--- src/rtl/stdp_sweep_ctrl_h1.sv ---
// rtl/stdp_sweep_ctrl_h1.sv - STDP learning-event sequencer driving weight_change_h1
//
// Purpose: tracks time since the last post-synaptic spike, turns it into an
// exponentially decayed pair of weight steps, then sweeps every synapse index
// into weight_change_h1 and waits for its completion pulse (with watchdog).
//
// Ports:
//   clk, rst          single clock, synchronous active-high reset
//   time_tick         one pulse per simulation timestep (advances dt)
//   post_fire         hidden neuron fired (clears dt)
//   learn_req/dir     request a weight update and its direction
//   valid_wch         completion pulse from weight_change_h1
//   start_wch         one-cycle start to weight_change_h1
//   spike_hold        latched learn direction
//   ip_select         synapse index being swept
//   del_w_plus/minus  decayed decrease / increase step magnitudes
//   busy, done        activity flag and completion pulse
//   err_timeout       sticky watchdog flag, cleared by the next accepted request
module stdp_sweep_ctrl_h1 #(
  parameter int N_IN      = 784,
  parameter int W         = 24,
  parameter int A_PLUS    = 41,
  parameter int A_MINUS   = 49,
  parameter int TAU_SHIFT = 3,
  parameter int TIMEOUT   = N_IN + 16
) (
  input  logic         clk,
  input  logic         rst,
  input  logic         time_tick,
  input  logic         post_fire,
  input  logic         learn_req,
  input  logic         learn_dir,
  input  logic         valid_wch,
  output logic         start_wch,
  output logic         spike_hold,
  output logic [9:0]   ip_select,
  output logic [W-1:0] del_w_plus,
  output logic [W-1:0] del_w_minus,
  output logic         busy,
  output logic         done,
  output logic         err_timeout
);

  typedef enum logic [2:0] {
    IDLE  = 3'd0,
    CALC  = 3'd1,
    SWEEP = 3'd2,
    WAIT  = 3'd3,
    DONE  = 3'd4
  } state_t;

  localparam int              WD_W      = $clog2(TIMEOUT + 1);
  localparam logic [WD_W-1:0] WD_LAST   = WD_W'(TIMEOUT - 1);
  localparam logic [9:0]      IP_LAST   = 10'(N_IN - 1);
  localparam logic [W-1:0]    A_PLUS_W  = W'(A_PLUS);
  localparam logic [W-1:0]    A_MINUS_W = W'(A_MINUS);

  state_t          state_q, state_d;
  logic [15:0]     dt_q, dt_d;
  logic [WD_W-1:0] wd_q, wd_d;
  logic            seen_q, seen_d;
  logic            start_q, start_d;
  logic            hold_q, hold_d;
  logic [9:0]      ip_q, ip_d;
  logic [W-1:0]    plus_q, plus_d;
  logic [W-1:0]    minus_q, minus_d;
  logic            busy_q, busy_d;
  logic            done_q, done_d;
  logic            err_q, err_d;

  logic [15:0]     s_w;
  logic [W-1:0]    plus_calc, minus_calc;

  // Decay by one halving per 2^TAU_SHIFT ticks; beyond W halvings the step is gone.
  always_comb begin
    s_w        = dt_q >> TAU_SHIFT;
    plus_calc  = (32'(s_w) >= W) ? '0 : (A_PLUS_W >> s_w);
    minus_calc = (32'(s_w) >= W) ? '0 : (A_MINUS_W >> s_w);
  end

  always_comb begin
    dt_d = dt_q;
    if (post_fire) begin
      dt_d = 16'd0;
    end else if (time_tick && (dt_q != 16'hFFFF)) begin
      dt_d = dt_q + 16'd1;
    end
  end

  always_comb begin
    state_d = state_q;
    wd_d    = wd_q;
    seen_d  = seen_q;
    start_d = 1'b0;
    hold_d  = hold_q;
    ip_d    = ip_q;
    plus_d  = plus_q;
    minus_d = minus_q;
    busy_d  = busy_q;
    done_d  = 1'b0;
    err_d   = err_q;

    unique case (state_q)
      IDLE: begin
        if (learn_req) begin
          state_d = CALC;
          busy_d  = 1'b1;
          hold_d  = learn_dir;
          err_d   = 1'b0;
        end
      end
      CALC: begin
        state_d = SWEEP;
        plus_d  = plus_calc;
        minus_d = minus_calc;
        start_d = 1'b1;
        ip_d    = 10'd0;
        wd_d    = '0;
        seen_d  = 1'b0;
      end
      SWEEP: begin
        wd_d = wd_q + 1'b1;
        if (valid_wch) begin
          seen_d = 1'b1;
        end
        if (ip_q == IP_LAST) begin
          // An early completion is honoured only once the last index was issued.
          if (seen_q || valid_wch) begin
            state_d = DONE;
            done_d  = 1'b1;
          end else begin
            state_d = WAIT;
          end
        end else begin
          ip_d = ip_q + 10'd1;
        end
      end
      WAIT: begin
        wd_d = wd_q + 1'b1;
        if (valid_wch) begin
          state_d = DONE;
          done_d  = 1'b1;
        end else if (wd_q >= WD_LAST) begin
          state_d = DONE;
          done_d  = 1'b1;
          err_d   = 1'b1;
        end
      end
      DONE: begin
        state_d = IDLE;
        busy_d  = 1'b0;
        ip_d    = 10'd0;
      end
      default: begin
        state_d = IDLE;
      end
    endcase
  end

  always_ff @(posedge clk) begin
    if (rst) begin
      state_q <= IDLE;
      dt_q    <= 16'd0;
      wd_q    <= '0;
      seen_q  <= 1'b0;
      start_q <= 1'b0;
      hold_q  <= 1'b0;
      ip_q    <= 10'd0;
      plus_q  <= '0;
      minus_q <= '0;
      busy_q  <= 1'b0;
      done_q  <= 1'b0;
      err_q   <= 1'b0;
    end else begin
      state_q <= state_d;
      dt_q    <= dt_d;
      wd_q    <= wd_d;
      seen_q  <= seen_d;
      start_q <= start_d;
      hold_q  <= hold_d;
      ip_q    <= ip_d;
      plus_q  <= plus_d;
      minus_q <= minus_d;
      busy_q  <= busy_d;
      done_q  <= done_d;
      err_q   <= err_d;
    end
  end

  assign start_wch   = start_q;
  assign spike_hold  = hold_q;
  assign ip_select   = ip_q;
  assign del_w_plus  = plus_q;
  assign del_w_minus = minus_q;
  assign busy        = busy_q;
  assign done        = done_q;
  assign err_timeout = err_q;

endmodule

--- config.mk ---
export PLATFORM = sky130hd
export DESIGN_NAME = stdp_sweep_ctrl_h1
export DESIGN_NICKNAME = d
export VERILOG_FILES = /design/src/rtl/stdp_sweep_ctrl_h1.sv
export SDC_FILE = /design/constraint.sdc
export NUM_CORES = 1
export LEC_CHECK = 0
export CORE_ASPECT_RATIO = 0.8
export CORE_MARGIN = 2
export CORE_UTILIZATION = 40
export DETAILED_ROUTE_END_ITERATION = 7
export PLACE_DENSITY = 0.78
export SYNTH_ARGS = -nofsm -noshare
export SYNTH_HDL_FRONTEND = slang
export SYNTH_SLANG_ARGS = --single-unit
--- constraint.sdc ---
create_clock -name clk -period 2.1 [get_ports clk]
set_input_delay 0.42 -clock clk [delete_from_list [all_inputs] [get_ports clk]]
set_output_delay 0.42 -clock clk [all_outputs]
set_load 0.05 [all_outputs]
Word-level counts from Yosys, hierarchy flattened
Cells that the tools add are included.
Widths: inputs -> output; s select.
{"block": "totals", "latch_bits": 0, "mem_count": 0, "in_bits": 7, "romBits": 0, "ff_bits": 93, "mem_bits_rw": 0}
{"block": "classes", "mul": 0, "mux": 25, "reduce_logical": 17, "shift": 2, "div_mod_pow": 0, "order_cmp": 2, "bitwise_logic": 0, "n_eq_ne": 13, "n_addsub": 3}
{"op": "$mux 24", "n": 2}
{"op": "$shr 6x13->24 const A", "n": 2}
{"op": "$pmux 10 s2", "n": 2}
{"op": "$add 10x1->10 const B", "n": 2}
{"op": "$add 16x1->16 const B", "n": 1}
{"op": "$ne 16x16->1 const B", "n": 1}
{"op": "$mux 3", "n": 5}
{"op": "$ge 13x5->1 const B", "n": 1}
{"op": "$ne 2x2->1 const B", "n": 6}
{"op": "$pmux 3 s4", "n": 1}
{"op": "$eq 10x10->1 const B", "n": 1}
{"op": "$ge 10x10->1 const B", "n": 1}
{"op": "$mux 1", "n": 10}
{"op": "$mux 10", "n": 1}
{"op": "$reduce_bool 2->1", "n": 5}
{"op": "$pmux 1 s2", "n": 4}
{"op": "$reduce_and 2->1", "n": 4}
{"op": "$eq 3x2->1 const B", "n": 2}
{"op": "$reduce_or 2->1", "n": 3}
{"op": "$reduce_and 4->1", "n": 1}
{"op": "$eq 3x1->1 const B", "n": 1}
{"op": "$eq 3x3->1 const B", "n": 1}
{"op": "$logic_not 3->1", "n": 1}
{"op": "$ne 3x3->1 const B", "n": 1}
{"op": "3 further kinds", "n": 3}

Logic depth before layout (Yosys ltp)
{"block": "logic_depth", "word_depth": 4, "mapped_depth": 6, "depth_no_buf": 5}

Least setup slack after synthesis
Ideal clock, no wire load.
{"block": "synth_timing", "path_kind": "flip-flop to flip-flop", "startpoint": "reg ip_q[0], in the netlist ip_select[0]", "endpoint": "reg ip_q[3], in the netlist ip_select[3]", "required_ps": 2028, "path_slack_ps": 170, "stages_incl_launch_ff": 7, "arrival_time_ps": 1858, "period_less_slack_ps": 1930, "cell_sequence": "dfxtp_1 ha_1 and3_1 clkbuf_1 a31oi_2 o2111ai_1 mux2i_1"}
{"block": "synth_between", "elab_chain_cells": 3, "word_cells_on_any_way": 6}
{"item": "start: declaration", "line": "64", "rtl": "logic [9:0] ip_q, ip_d;"}
{"item": "start signal: assignment", "line": "181", "rtl": "ip_q <= ip_d;"}
{"item": "$add 10x1->10 / $eq 10x10->1 (equally long branches)", "line": "135, 126"}
{"item": "$mux 10 / $ne 2x2->1 (equally long branches)"}
{"item": "$pmux 10 s2 / $reduce_and 2->1 (equally long branches)"}
Several ways; a longest one is shown, not always the timed one. The select of a mux whose other input is x is not followed.
A chain may end at the register's enable or synchronous reset.

Worst setup path after layout
{"block": "layout_timing", "startpoint": "reg ip_q[7], in the netlist ip_select[7]", "endpoint": "out ip_select[7]"}
{"item": "end: declaration", "line": "36", "rtl": "output logic [9:0] ip_select,"}
No word-level cell between the ends.

==> out/metrics.csv <==
metric,value,unit
setup_viol,0,
io_pins,70,
yosys_warnings,0,
finalCritPeriodShare,0.959,
crit_chain,clkdlybuf4s50_1,
combPwrFrac,0.182,
track_usage,0.144,
arrival,1.59,ns
hold_violations,0,
nNetsFinal,425,
dp.final_hpwl,4810,µm
final_cell_area,3650,µm²
grt_pass1_vias,2372,
cpLargestDelayFamily,buffers and inverters,
grt_max_degree,32,
synth.top_cells.by_area,"dfxtp_1 35%, buf_4 8.9%, a21oi_1 4.4%",
async_flop_share,0,
grt_pass1_wl,10700,µm
path_clk_slew,0.11,ns
totalWireLength,6550,µm
ys_ff_latch,56,
synth_ff_type,dfxtp_1,
die-height,83.9,µm
finClkSkew,0.0108,ns
vdd_drop_max,0.000356,V
regArea,1120,µm²
powerDensity,614,nW/µm²
crit_cells,1,
crit_slowest_cell,clkdlybuf4s50_1,
stdcell_count,524,
max_stage_delay,0.85,ns
dp_slack,0.0273,ns
rsz0062_at_grt,false,
first_pass_iters,5,
report.final.slew_viol_count,0,
start_util,0.407,
synth_common_cells,"56 x dfxtp_1, 38 x buf_4, 35 x nand2_1",
synth-simple-area-share,0.279,
status,"complete, no violations",
postSynthCellCount,381,
clk_latency,0.32,ns
syn_area,3190,µm²
holdPathStages,2,
drc,0,
cts-root-buf,clkbuf_8,
nFillCells,739,
p_total,2.24,mW
drive_gt1_frac,0.111,
synthMuxAreaShare,0.0545,
antenna_left,0,
path_buf_inv,1,
p_leak,1.34,nW
dpl_cell_area,3540,µm²
overflow,0,
post_cts_buffers,0,
synthAdderAreaFrac,0.0118,
tightest_slew,0.517,ns
wl_per_cell,12.5,µm
p_int,1.54,mW
portBuffers,33,
synth_top_area_frac,0.351,
dr_total_vias,2769,
antenna_found_initial,0,
cts_buffer_depth,2,
die_w,104,µm
cp_max_fo,6,
reg2reg_depth,4,
avgSynthCellArea,8.38,µm²
antenna_cells,0,
cts_sinks,56,
swShare,0.312,
synth_compound_area_frac,0.168,
synth_xor_area_frac,0.0110,
ys_seq_area_frac,0.351,
area_growth,14.4,%
fin_util,0.466,
drt_iter0_drc,141,
clock.fmax,497,MHz
core_area,7840,µm²
crit_required,1.68,ns
cts_tree,yes,
period_needed,2.01,ns
slew_headroom,0.654,
fin_ws,0.0863,ns
pwr-share-seq,0.493,
cap_violations,0,
dpl.cell_count,516,
synth.most_common_cell,dfxtp_1,
viasPerCell,5.28,
switching_power,0.699,mW
rows,29,
htree_levels,2,
synth_edf_count,0,
whs,0.455,ns
finalSetupTns,0,ns
gp_congestion,0.877,
synth_top_family_by_area,simple AND/OR/NAND/NOR gates,
clkPwrFrac,0.325,
cts_resized,0,
cp-end-kind,output port,
die-area,8720,µm²
cts_made_buffers,5,
yosys.area.top_type,dfxtp_1,
cp-start-kind,flip-flop,
critical_path_class,flip-flop to output port,
yosysUniqueCellTypes,64,
hold_class,flip-flop to flip-flop,
multi_input_area,1810,µm²
cts_hold_buf,0,
## placed cells by master (no fill, tap or decap), types with 7 or more instances in the layout
| cell type | Yosys | routed |
|---|---|---|
| buf_4 | 38 | 12 |
| nand2_1 | 35 | 35 |
| inv_1 | 8 | 8 |
| nand4_1 | 9 | 9 |
| conb_1 | 1 | 36 |
| dfxtp_1 | 56 | 56 |
| o21ai_0 | 16 | 16 |
| nor3_1 | 11 | 11 |
| mux2i_1 | 14 | 14 |
| clkdlybuf4s50_1 | 0 | 33 |
| nor2_1 | 26 | 26 |
| a21oi_1 | 28 | 28 |
| nand2b_1 | 7 | 7 |
| nand3_1 | 16 | 16 |
## path summary, 6_finish.rpt
kind	startpoint	endpoint	slack, ns
worst max-delay path	ip_select[7]$_SDFFE_PP0P_	ip_select[7]	0.09
worst min-delay path	del_w_minus[2]$_SDFFE_PP0P_	del_w_minus[2]$_SDFFE_PP0P_	0.45
worst max register to register	state_q[0]$_SDFFE_PP0P_	del_w_minus[1]$_SDFFE_PP0P_	0.28
worst min register to register	del_w_minus[2]$_SDFFE_PP0P_	del_w_minus[2]$_SDFFE_PP0P_	0.45
## final cells by class
cell class | instances | area share
clock inverters | 3 | 0.0130
repair buffers | 46 | 0.121
inverters | 8 | 0.00822
flip-flops and latches | 56 | 0.307
multi-input cells | 298 | 0.496
clock buffers | 5 | 0.0188
well taps | 108 | 0.0370
## cells by family (layout without fill, tap and decap cells)
logic type / count (synthesis) / after routing
muxes: 17 / 17
xor gates and xnor gates: 4 / 4
AOI/OAI and AO/OA: 84 / 84
buffers and inverters: 62 / 62
and+or+nand+nor: 154 / 154
adders and majority gates: 3 / 3
other: 1 / 36
DFF: 56 / 56
## sequential cells by signal, indices dropped and copies added (netlist names)
register	count
seen_q	1
ip_select	10
err_timeout	1
wd_q	10
busy	1
del_w_minus	5
done	1
spike_hold	1
start_wch	1
dt_q	16
del_w_plus	6
state_q	3
## worst min-delay path: stages, from the launching register on
cell     delay [ns]
dfxtp_1        0.33
nand2_1        0.05
nand2_1        0.04
## power groups by stage
stage | registers, mW | logic, mW | clock network (mW)
floorplan | 1.18 | 0.326 | 0
global placement | 1.13 | 0.402 | 0
detailed placement | 1.13 | 0.406 | 0
CTS | 1.11 | 0.408 | 0.746
global route | 1.11 | 0.433 | 0.783
finish | 1.11 | 0.408 | 0.729
## metal layers
layer / vias up / part of all wire / track usage / wire, µm
met2: 85 / 0.44 / 0.219 / 2900
met1: 1296 / 0.49 / 0.200 / 3180
met5: - / 0 / 0 / 0
met4: 0 / 0.017 / 0.0577 / 112
met3: 10 / 0.054 / 0.0281 / 355
li1: 1378 / - / - / -
Note: power is estimated with default switching activity, not from simulation.
